### src/rtl/coin_pulse_scheduler.sv
// rtl/coin_pulse_scheduler.sv - round-robin frame-timed active-low coin pulse generator (option: COIN_QUEUE_EN)
module coin_pulse_scheduler #(
    parameter int PULSE_FRAMES = 4,
    parameter int GAP_FRAMES   = 4
) (
    input  logic       clk_sys,
    input  logic       reset,
    input  logic       req1,
    input  logic       req2,
    input  logic       vs,
    output logic       coin1_n,
    output logic       coin2_n,
    output logic       busy,
    output logic [1:0] pend1,
    output logic [1:0] pend2
);

`ifdef COIN_QUEUE_EN
    localparam logic [1:0] DEPTH = 2'd3;
`else
    localparam logic [1:0] DEPTH = 2'd1;
`endif

    localparam logic [3:0] PULSE_CNT = 4'(PULSE_FRAMES);
    localparam logic [3:0] GAP_CNT   = 4'(GAP_FRAMES);

    typedef enum logic [1:0] {IDLE, PULSE, GAP} state_t;

    state_t     state, state_d;
    logic [3:0] cnt, cnt_d;
    logic [1:0] pend1_q, pend1_d, pend2_q, pend2_d;
    logic       last2, last2_d;   // 1: coin2 was served last
    logic       chan2, chan2_d;   // 1: the pulse in progress belongs to coin2
    logic       req1_q, req2_q, vs_q;
    logic       ev1, ev2, tick;
    logic       gnt1, gnt2;

    assign ev1  = req1 & ~req1_q;
    assign ev2  = req2 & ~req2_q;
    assign tick = vs & ~vs_q;

    // Pending counter update; a simultaneous event and grant cancel out.
    function automatic logic [1:0] pend_next(input logic [1:0] p, input logic ev, input logic gnt);
        if (ev && !gnt)
            return (p == DEPTH) ? p : p + 2'd1;
        else if (!ev && gnt)
            return p - 2'd1;
        else
            return p;
    endfunction

    // Edge-detect copies start high so held inputs at reset release are ignored.
    always_ff @(posedge clk_sys or posedge reset) begin
        if (reset) begin
            req1_q <= 1'b1;
            req2_q <= 1'b1;
            vs_q   <= 1'b1;
        end else begin
            req1_q <= req1;
            req2_q <= req2;
            vs_q   <= vs;
        end
    end

    // State, frame counter, queues and arbitration pointer.
    always_ff @(posedge clk_sys or posedge reset) begin
        if (reset) begin
            state   <= IDLE;
            cnt     <= 4'd0;
            pend1_q <= 2'd0;
            pend2_q <= 2'd0;
            last2   <= 1'b1;
            chan2   <= 1'b0;
        end else begin
            state   <= state_d;
            cnt     <= cnt_d;
            pend1_q <= pend1_d;
            pend2_q <= pend2_d;
            last2   <= last2_d;
            chan2   <= chan2_d;
        end
    end

    // Grant in IDLE, count frame ticks through PULSE and GAP.
    always_comb begin
        state_d = state;
        cnt_d   = cnt;
        last2_d = last2;
        chan2_d = chan2;
        gnt1    = 1'b0;
        gnt2    = 1'b0;
        case (state)
            IDLE: begin
                if (pend1_q != 2'd0 && (pend2_q == 2'd0 || last2))
                    gnt1 = 1'b1;
                else if (pend2_q != 2'd0)
                    gnt2 = 1'b1;
                if (gnt1 || gnt2) begin
                    state_d = PULSE;
                    cnt_d   = PULSE_CNT;
                    last2_d = gnt2;
                    chan2_d = gnt2;
                end
            end
            PULSE: begin
                if (tick) begin
                    if (cnt <= 4'd1) begin
                        state_d = GAP;
                        cnt_d   = GAP_CNT;
                    end else begin
                        cnt_d = cnt - 4'd1;
                    end
                end
            end
            GAP: begin
                if (tick) begin
                    if (cnt <= 4'd1) begin
                        state_d = IDLE;
                        cnt_d   = 4'd0;
                    end else begin
                        cnt_d = cnt - 4'd1;
                    end
                end
            end
            default: begin
                state_d = IDLE;
                cnt_d   = 4'd0;
            end
        endcase
        pend1_d = pend_next(pend1_q, ev1, gnt1);
        pend2_d = pend_next(pend2_q, ev2, gnt2);
    end

    assign busy    = (state != IDLE);
    assign coin1_n = ~((state == PULSE) && !chan2);
    assign coin2_n = ~((state == PULSE) && chan2);
    assign pend1   = pend1_q & {DEPTH[1], 1'b1};
    assign pend2   = pend2_q & {DEPTH[1], 1'b1};

endmodule

### config.mk
export PLATFORM = sky130hd
export DESIGN_NAME = coin_pulse_scheduler
export DESIGN_NICKNAME = d
export VERILOG_FILES = /design/src/rtl/coin_pulse_scheduler.sv
export SDC_FILE = /design/constraint.sdc
export NUM_CORES = 1
export LEC_CHECK = 0
export BUFFER_PORTS_ARGS = -buffer_cell sky130_fd_sc_hd__buf_2
export CORE_MARGIN = 5
export CORE_UTILIZATION = 55
export CTS_CLUSTER_SIZE = 20
export DETAILED_ROUTE_END_ITERATION = 10
export PLACE_DENSITY = 0.75
export SYNTH_ARGS = -nofsm -noshare
export SYNTH_HDL_FRONTEND = slang
export SYNTH_SLANG_ARGS = --single-unit
### constraint.sdc
create_clock -name clk_sys -period 2.2 [get_ports clk_sys]
set_clock_uncertainty 0.1 [all_clocks]
set_input_delay 0.44 -clock clk_sys [delete_from_list [all_inputs] [get_ports clk_sys]]
set_output_delay 0.44 -clock clk_sys [all_outputs]
set_load 0.02 [all_outputs]
=== Yosys cells after proc, flatten, opt, wreduce, memory -nomap -nowiden ===
Cells that the tools add are included.

* Bits in registers: 15
* Input port bits: 5
* Output and inout bits: 7
* Word-level logic and storage cells: 85

* Add/subtract/negate cells: 5
* $lt $le $gt $ge: 1
* Eq/ne operators: 11
* Muxes and demuxes: 25
* Bitwise operators: 8
* Reductions and logical operators: 26

{| class="wikitable"
|+ Operators with widths
! cell !! number
|-
| $mux 2 || 11
|-
| $mux 4 || 5
|-
| $ne 2x2->1 const B || 7
|-
| $pmux 4 s3 || 1
|-
| $reduce_bool 2->1 || 5
|-
| $logic_and 1x1->1 || 7
|-
| $mux 1 || 7
|-
| $eq 2x1->1 const B || 3
|-
| $pmux 2 s3 || 1
|-
| $reduce_and 2->1 || 3
|-
| $logic_not 1->1 || 5
|-
| $not 1->1 || 5
|-
| $reduce_and 5->1 || 1
|-
| $add 2x1->2 const B || 2
|-
| $le 4x1->1 const B || 1
|-
| $logic_not 2->1 || 2
|-
| $sub 2x1->2 const B || 2
|-
| $sub 4x1->4 const B || 1
|-
| $and 1x1->1 || 3
|-
| $reduce_and 3->1 || 1
|-
| $eq 2x2->1 const B || 1
|-
| $logic_or 1x1->1 || 2
|}

=== Logic depth before layout (Yosys ltp) ===
Gate-level depths: netlist (run 1).

* Depth after elaboration: 10
* Mapped depth: 6
* Gate-level depth less buffers: 6

=== Least setup slack after synthesis (run 1) ===
No wires, ideal clock.

* Path type: register -> register
* From: register pend1_q[0]
* To: register pend2_q[0]
* Library setup time: 124 ps
* Arrival time: 1409 ps
* Data required time: 1976 ps
* Path slack: 567 ps
* Stages on the path, launching flop included: 7
* Path buffers: 0
* Clock period less this slack: 1633 ps
* Path through: dfrtp_1 > inv_1 > ha_1 > nand2b_1 > a2111oi_2 > nor2_1 > xnor2_1

* Longest elaborated chain between the ends: 9
* Elaborated cells between the ends (all ways): 12
* Classes of those cells: 1 x eq/ne; 4 x mux; 7 x reduce/logical

{| class="wikitable"
|+ Ends and longest elaborated chain
! what !! line !! RTL
|-
| from (decl) || 31 || <nowiki>logic [1:0] pend1_q, pend1_d, pend2_q, pend2_d;</nowiki>
|-
| from (signal assigned) || 77 || <nowiki>pend1_q <= pend1_d;</nowiki>
|-
| $reduce_bool 2->1 (*) || 94 || <nowiki>if (pend1_q != 2'd0 && (pend2_q == 2'd0 || last2))</nowiki>
|-
| $logic_and 1x1->1 (*) || 94 ||
|-
| $mux 1 (*) || 94 ||
|-
| $mux 1 (*) (2 in a row) || 92 || <nowiki>case (state)</nowiki>
|-
| $logic_not 1->1 || 44 || <nowiki>if (ev && !gnt)</nowiki>
|-
| $logic_and 1x1->1 || 44 ||
|-
| $ne 2x2->1 (no source line) / $reduce_bool 2->1 (equally long branches) || - ||
|-
| $reduce_and 2->1 (no source line) || - ||
|-
| to (signal assigned) || 78 || <nowiki>pend2_q <= pend2_d;</nowiki>
|-
| to (decl) || 31 ||
|}

Mark *: on every way between the ends. The rest lies on a longest branch, timed or not. The select of a mux whose other input is x is not followed.
A chain may end at the register's enable or synchronous reset.

=== Worst setup path after layout (run 1) ===
* From: register state[1]
* To: output port coin1_n

* Longest elaborated chain between the ends: 3

{| class="wikitable"
|+ Ends and longest elaborated chain
! what !! line !! RTL
|-
| from (decl) || 29 || <nowiki>state_t state, state_d;</nowiki>
|-
| from (signal assigned) || 75 || <nowiki>state <= state_d;</nowiki>
|-
| $eq 2x1->1 || 135 || <nowiki>assign coin1_n = ~((state == PULSE) && !chan2);</nowiki>
|-
| $logic_and 1x1->1 || 135 ||
|-
| $not 1->1 || 135 ||
|-
| to (decl) || 11 || <nowiki>output logic coin1_n,</nowiki>
|}

Every way passes these cells.

==> results of run 1 <==
-- power groups by stage --
stage	Clock (mW)	Sequential [mW]	Combinational (mW)
floorplan	0	0.475	0.901
global placement	0	0.548	0.940
detailed placement	0	0.556	0.962
CTS	0.166	0.550	0.972
global route	0.181	0.575	1.09
finish	0.160	0.554	0.963
-- worst max-delay path by stage --
stage                                 from                endpoint  slack [ps]
floorplan           pend1_q[0]$_DFFE_PP0P_  pend2_q[0]$_DFFE_PP0P_         570
global placement      state[0]$_DFFE_PP0P_                 coin1_n         380
detailed placement    state[0]$_DFFE_PP0P_                 coin1_n         350
CTS                   state[0]$_DFFE_PP0P_                 coin1_n          20
global route          state[1]$_DFFE_PP0P_                 coin1_n         100
finish                state[1]$_DFFE_PP0P_                 coin1_n         170
-- cells by family (layout without fill, tap and decap cells) --
logic type	count (synthesis)	count (layout)
simple gates	32	32
compound gates	24	24
buf+inv	16	23
flops	15	15
fa+ha+maj	6	6
mux	4	4
xor+xnor	2	2
other cells	1	2
-- timing repair --
action | CTS | global route
endpoints found under the hold margin | 0 | 0
resized for setup | 0 | 1
endpoints found under the setup margin | 0 | 1
setup buffers | 0 | 0
-- sequential cells by signal, indices dropped and copies added (netlist names) --
register,flops
cnt,4
pend1_q,2
pend2_q,2
state,2
chan2,1
last2,1
req1_q,1
req2_q,1
vs_q,1
-- metal layers --
metal | part of all wire | vias to the layer above
met5 | 0 | -
met4 | 0.0033 | 0
met3 | 0.036 | 2
met2 | 0.46 | 13
met1 | 0.50 | 325
li1 | - | 355
-- worst max-delay path: stages, from the launching register on --
cell	delay (ps)
dfrtp_1	570
nor2b_4	240
or2b_1	240
buf_2	160
-- synthesized netlist by cell type, drive strengths merged --
cell type,n,area share
a2111oi,1,0.015
a211o,1,0.0085
a211oi,1,0.0073
a21boi,1,0.0073
a21oi,4,0.020
a22o,1,0.0085
a22oi,1,0.0073
a31oi,1,0.0061
a32o,1,0.0098
and3,1,0.0061
and3b,1,0.0085
buf,6,0.051
conb,1,0.0037
dfrtp,11,0.27
dfstp,4,0.10
ha,6,0.073
inv,10,0.037
mux2,3,0.044
mux2i,1,0.0098
nand2,3,0.011
nand2b,2,0.012
nand3b,1,0.0073
nor2,13,0.071
nor2b,5,0.045
nor3,3,0.026
nor3b,1,0.0073
o21a,1,0.015
o21ai,4,0.020
o21bai,2,0.015
o221ai,1,0.0085
o311ai,1,0.0085
o31ai,1,0.0073
o32ai,2,0.024
or2b,1,0.0073
or3,1,0.0061
xnor2,2,0.017
-- area by class of cell --
type	count	area, sq um	area share
clock buffers	4	26.3	0.0243
well taps	25	31.3	0.0289
repair buffers	9	45.0	0.0417
inverters	10	37.5	0.0347
flip-flops and latches	15	382	0.353
multi-input cells	70	559	0.517
==> results.md, run 1 <==
- Synthesis instantiated between 40 and 50 different standard cells from the library.
- The mux share of post-synthesis cell area is 0.0537.
- Pin placement for this block handled 12 I/O pins.
- In the routed design, unresolved DRC markers number 0.
- The per-instance average area after synthesis is a little over 10 sq um.
- In the post-route analysis, the smallest setup slack over all paths is between 150 and 200 ps.
- The cell at the root of the clock tree is clkbuf_4.
- The adder-cell share of the synthesized area is 0.0732.
- The number of hold violations in the final report is 0.
- After synthesis, the largest family of logic cells by area is simple AND/OR/NAND/NOR gates.
- The launching element type of the critical path is a flip-flop.
- In this run the tightest slew margin relative to its limit is 0.593.
- The count of cells along the worst register-to-register path is 6.
- The clock passes through at most 2 buffers.
- Synthesis produced a netlist whose cell count is 100.
- In the finished design, the share of the clock period the worst path needs comes to 0.923.
- The fraction of final layout cells sized beyond drive strength 1 is 0.259.
- The data required time at the worst endpoint is 1660 ps.
- Leaving out filler cells and counting taps, the final layout contains between 100 and 150.
- For the pin with the worst max-slew slack, the measured transition is 610 ps.
- The relative contribution of sequential cells to total power is 0.330.
- The worst-case IR drop observed on VDD is roughly 0.0007 V.
- The via count of the routed design is a little under 700.
- The switching power share of the total is 0.448.
- Internal power comes to just over 0.9 mW.
- Of the total synthesized cell area, the portion taken by XOR and XNOR cells is 0.0171.
- Summed over all nets, the switching power comes to between 0.7 and 0.8 mW.
- The initial DRC count is 9.
- The wire length after detailed routing is approximately 1800 microns.
- The final HPWL from detailed placement is roughly 1300 microns.
- Across every metal layer, demand over resource in global routing totals 0.156.
- CTS saw 15 sinks.
- The Yosys warning count is 0.
- The number of hold buffers added after CTS is 0.
- The share of total power dissipated in combinational logic is 0.574.
- The power density normalized to cell area is 1550 nW/um^2.
- The complex-gate fraction of the synthesized area came to 0.187.
- The total cell area at the placement stage is approximately 1100 sq um.
- For met1 alone, demand over resource in global routing was 0.198.
- Counting I/O delays and the setup requirement, the final critical path takes between 2000 and 2500 ps.
- The share of total power dissipated in the clock network is 0.096.
- The net count of the finished layout is 120.
- For this run, global-route usage on met2 was measured as 0.260.
- After routing the design area is ~1100 sq um.
- The number of antenna cells inserted is 0.
- The TritonCTS clock tree is built.
- The die is roughly 53 microns tall.
- The most utilized layer in the global route result is met2.
- The area growth from synthesis to final layout is 5.37%.
- The endpoint of the worst-slack reg-to-reg timing path is state[1]$_DFFE_PP0P_.
- Entering global routing, the biggest net connects 16 pins.
- In this run, placement finished with an instance count of between 100 and 150.
- The element type at the critical path end is an output pin.
- In this run the number of H-tree levels came out at 1.
- The core region is 1750 sq um.
- The number of detailed-route iterations in the first pass is 4.
- The class of the tightest hold or removal check is input pin to async pin.
- In the layout the commonest cells are nor2_1, inv_1, dfrtp_1.
- The final total negative setup slack is 0 ps.
- Summed over all layers, the global routing overflow is 0.
- The global-route wire length before repair is 3200 microns.
- The pre-CTS setup slack is roughly 350 ps.
- The completed layout was analyzed and its total power is roughly 1.7 mW.
- For this run, global-route usage on met3 was measured as 0.0338.
- The leading cell type in the layout, fill and taps excluded is nor2_1.
- Final hold analysis gives a worst-case slack of 111 ps.
- The worst path arrival time is around 1500 ps.
- The peak fanout along the critical path is 10.
- The number of clock buffers inserted by TritonCTS is 3.
- The mapped netlist covers around 1000 sq um.
- The max capacitance violation total is 0.
- The initial antenna violation count came to 0.
- The count of buffers added on input and output ports is 9.
- The utilization after layout is 0.619.
- The final-report max-slew violation count is 0.
- The post-route antenna net violation count is 0.
- In the final routed layout, each cell accounts on average for between 10 and 15 microns.
- The number of filler cells placed in the layout is 159.
- Of the total synthesized cell area, the portion taken by AND, OR, NAND and NOR gates is 0.207.
- Setup repair after global routing left no endpoint under its margin.
- The number of global-route vias before repair is 739.
- The worst setup path is of the flip-flop to output pin kind.
- The fmax is around 490 MHz.
- The launching point of the worst reg2reg path is cnt[0]$_DFFE_PP0P_.
- The ratio of routed vias to standard cells is about 5.2.
- In this run the core area contains 15 standard-cell rows.
- After clock tree synthesis, the clock-pin slew on the worst setup and hold paths is 90 ps.
- The initial standard-cell utilization of the core is 0.588.
- The final weighted congestion of routability-driven global placement is 0.818.
- The share of the yosys chip area belonging to registers is 0.371.
- The total of flip-flops plus latches after synthesis is 15.
- The slack of the worst reg-to-reg path is 370 ps.
- The setup-violating endpoint count in the final report is 0.
- The clock latency at the later pin of the worst-skew pair is approximately 280 ps.
- The area enclosed by the die boundary is ~2800 sq um.
- The flow ran to the end, and the final reports show no timing, DRC or antenna violations.
- The analysis attributes to cell leakage a power of 0.484 nW.
- The die boundary width is between 50 and 60 microns.
Power figures use the tool's default switching activity.
==> run 2, diff against run 1 <==
- ABC_AREA: unset -> 1
- CORE_ASPECT_RATIO: unset -> 0.75
- CORE_UTILIZATION: 55 -> 50
- PLACE_DENSITY: 0.75 -> 0.72
- clock period: 2.2 -> 1.75 ns (I/O delays scaled with it)
==> results.md, run 2 <==
- The run finished, with violations left.
- The final reports fail on negative hold slack.
- The number of clock buffers inserted by TritonCTS is 3 (unchanged).
- The number of H-tree levels came to 1 (unchanged).
- The number of filler cells placed in the layout is 197 (+24%).
- The I/O pin total is 12 (unchanged).
- The number of buffers and inverters on the critical path is 2 (+1).
- cnt holds more flip-flops than any other register.
- STA classifies the critical path endpoint as an output pin.
- The TritonCTS clock tree is built.
- The final-report max-slew violation count is 0 (unchanged).
- The max capacitance violation total is 0 (unchanged).
- Leaving out fill and tap cells, the most frequent cell in the layout is nand2_1.
- The utilization after layout is 0.551 (-0.0685).
- In the layout the commonest cells are nand2_1, inv_1, nand3_1.
- The flip-flop count of the largest register after layout was 4 (unchanged).
- The worst hold slack is -12.4 ps (-123 ps).
- The global-route wire length before repair is 3110 microns (-2.8%).
- Setup repair after global routing left no endpoint under its margin.
- The number of hold violations in the final report is 11 (+11).
- The maximum cell stage delay along the critical path is 430 ps (-140 ps).
- The class of the tightest hold or removal check is input pin to async pin.
- The peak fanout along the critical path is 4 (-6).
- The power density normalized to cell area is 1970 nW/um^2 (+27%).
- The cell with the largest stage delay on the worst path is dfrtp_1.
- The clock slew at the register clock pins of the worst setup and hold paths came to 80 ps (about the same).
- The area growth from synthesis to final layout is 7.81%.
- The total core area is 1940 sq um (+11%).
- The initial standard-cell utilization of the core is 0.511 (-0.0769).
- The worst ir drop on vdd was 0.00108 V (+50%).
- The total instance count after detailed placement is 160 (+24%).
- The number of flops mapped to enable cells by yosys is 0 (unchanged).
- The maximum clock insertion buffer count is 2 (unchanged).
- The share of the yosys chip area belonging to registers is 0.383 (+0.0121).
- The overall track demand over capacity in global routing came to 0.141 (-0.0156).
- The multi-input gate area in the final layout was 488 sq um (-13%).
- The final HPWL from detailed placement came to 1420 microns (+5.8%).
- The final standard cell count with taps included and fillers excluded is 164 (+23%).
- The via count of the routed design came to 767 (+10%).
- The summed instance area of the synthesized netlist was 993 sq um (-3.2%).
- The total cell area at the placement stage is 1040 sq um (-1.1%).
- The area enclosed by the die boundary was 2990 sq um (+5.6%).
- The number of hold buffers added after CTS came to 0 (unchanged).
- The final total negative setup slack is 0 ps (unchanged).
- The total number of nets in the final design is 152 (+27%).
- The number of design rule violations left after detail routing is 0 (unchanged).
- The initial DRC count is 16 (+7).
- The total area of sequential cells is 380 sq um (-0.33%).
- The count of input and output buffers came to 9 (unchanged).
- The proportion of netlist area held by the largest area contributor came to 0.277 (+0.00879).
- The die boundary width was 61.5 microns (+16%).
- The count of clock tree sinks is 15 (unchanged).
- The tree is rooted in a clkbuf_4.
- The fraction of final layout cells sized beyond drive strength 1 came to 0.236 (-0.0235).
- The mean routed wirelength per cell is 10.3 microns (-23%).
- The per-instance average area after synthesis came to 7.64 sq um (-26%).
- By area the synthesized netlist is led by dfrtp_1, nand2_1, dfstp_2, inv_1, ha_1.
- Of the available clock period, the critical path in the final layout requires 0.930.
- The chip height is 48.6 microns (-8.6%).
- The proportion of register bits with asynchronous set or reset after synthesis is 1.00 (unchanged).
- The worst path in the final design needs a cycle of about 1600 ps, including I/O delays and setup.
- The remaining max-slew budget at the tightest pin was 0.636 (+0.0432).
- The setup path with the least slack is of type flip-flop to output pin.
- The wire length after detailed routing is 1700 microns (-5.5%).
- The post-route antenna net violation count was 0 (unchanged).
- The number of detailed-route iterations in the first pass is 4 (unchanged).
- The site row count was 14 (-1).
- The ratio of routed vias to standard cells came to 4.68 (-11%).
- The Yosys warning count was 0 (unchanged).
- The clock latency at the later pin of the worst-skew pair was 290 ps (about the same).
- The total of flip-flops plus latches after synthesis is 15 (unchanged).
- The worst path arrival time is 1180 ps (-310 ps).
- The final weighted congestion of routability-driven global placement is 0.813 (-0.55%).
- The data required time at the worst endpoint is 1300 ps (-360 ps).
- The setup-violating endpoint count in the final report was 0 (unchanged).
- The remaining global-route overflow is 0 (unchanged).
- The launching element type of the critical path is a flip-flop.
- dfrtp_1 takes more of the synthesized area than any other cell.
- The initial antenna violation count came to 0 (unchanged).
- The number of global-route vias before repair was 755 (+2.2%).
- The number of instances in the synthesized netlist was 130 (+30%).
- Among cell families on the critical path, the largest total delay comes from flip-flops.
- Timing would allow up to just over 600 MHz.
- The number of distinct library cells after synthesis is 21 (-50%).
- Among all flip-flop cells after synthesis, the most frequent one is dfrtp_1.
- The number of antenna cells inserted is 0 (unchanged).
- Traced cell by cell, the critical path runs through inv_1 -> nor2_2 -> nand2_1 -> buf_2.
- The maximum number of pins on one net before global-route repair is 16 (unchanged).
- The actual transition at the worst max-transition pin was 546 ps (-64.7 ps).
- The most frequently used cell type in the post-synthesis netlist is nand2_1.
- The static leakage power was 0.601 nW (+24%).
- Sorting the synthesized cells by how often they occur yields nand2_1, inv_1, nand3_1.
- The cell area after layout came to 1070 sq um (-0.93%).
[run 2: through the flow]
step / power [mW] / hold slack [ps] / setup WS, ps
after global placement: 1.88 / 338 / 244
after floorplan: 1.70 / 149 / 294
after global routing: 2.37 / 42.8 / 10.6
final: 2.11 / -12.4 / 123
after CTS: 2.14 / 6.95 / 45.6
after detailed placement: 1.93 / 334 / 188
[run 2: layout make-up]
cell class	count	share of cell area
Clock buffer	4	0.0245
Inverter	27	0.0946
Multi-Input combinational cell	85	0.456
Sequential cell	15	0.355
Tap cell	24	0.0280
Timing Repair Buffer	9	0.0421
[run 2: final timing paths]
kind                                               end                   start  cells past startpoint  slack [ps]
worst max-delay path                           coin2_n    state[0]$_DFFE_PP0P_                      4         120
worst min-delay path                cnt[3]$_DFFE_PP0P_                   reset                      2         -10
worst max register to register    state[1]$_DFFE_PP0P_  pend2_q[0]$_DFFE_PP0P_                      9         170
worst min register to register  pend1_q[1]$_DFFE_PP0P_  pend1_q[1]$_DFFE_PP0P_                      2         430
max in group asynchronous               vs_q$_DFF_PP1_                   reset                      2        1190
min in group clk_sys                  req2_q$_DFF_PP1_                    req2                      1          60
[run 2: per-layer routing]
layer / part of all wire / track usage
met5: 0 / 0
met2: 0.47 / 0.202
met3: 0.047 / 0.0559
met1: 0.46 / 0.177
met4: 0.022 / 0.0742
[run 2: report_power, final]
part           internal [mW]  switching, mW  leakage, nW
clock network         0.0888          0.106       0.0150
registers              0.500          0.122        0.178
logic                  0.458          0.838        0.409
total                   1.05           1.07        0.601
[run 2: cell families after synthesis]
family	Yosys count	share of synthesized area
and+or+nand+nor	72	0.377
xor gates and xnor gates	1	0.00882
adders and majority gates	6	0.0756
other	1	0.00377
AOI/OAI and AO/OA	4	0.0202
buffers and inverters	31	0.132
DFF	15	0.383
[run 2: what timing repair did]
item | in CTS | in global routing
setup buffers | 0 | 0
hold endpoints to repair | 0 | 0
setup endpoints to repair | 0 | 2
resized for setup | 0 | 1
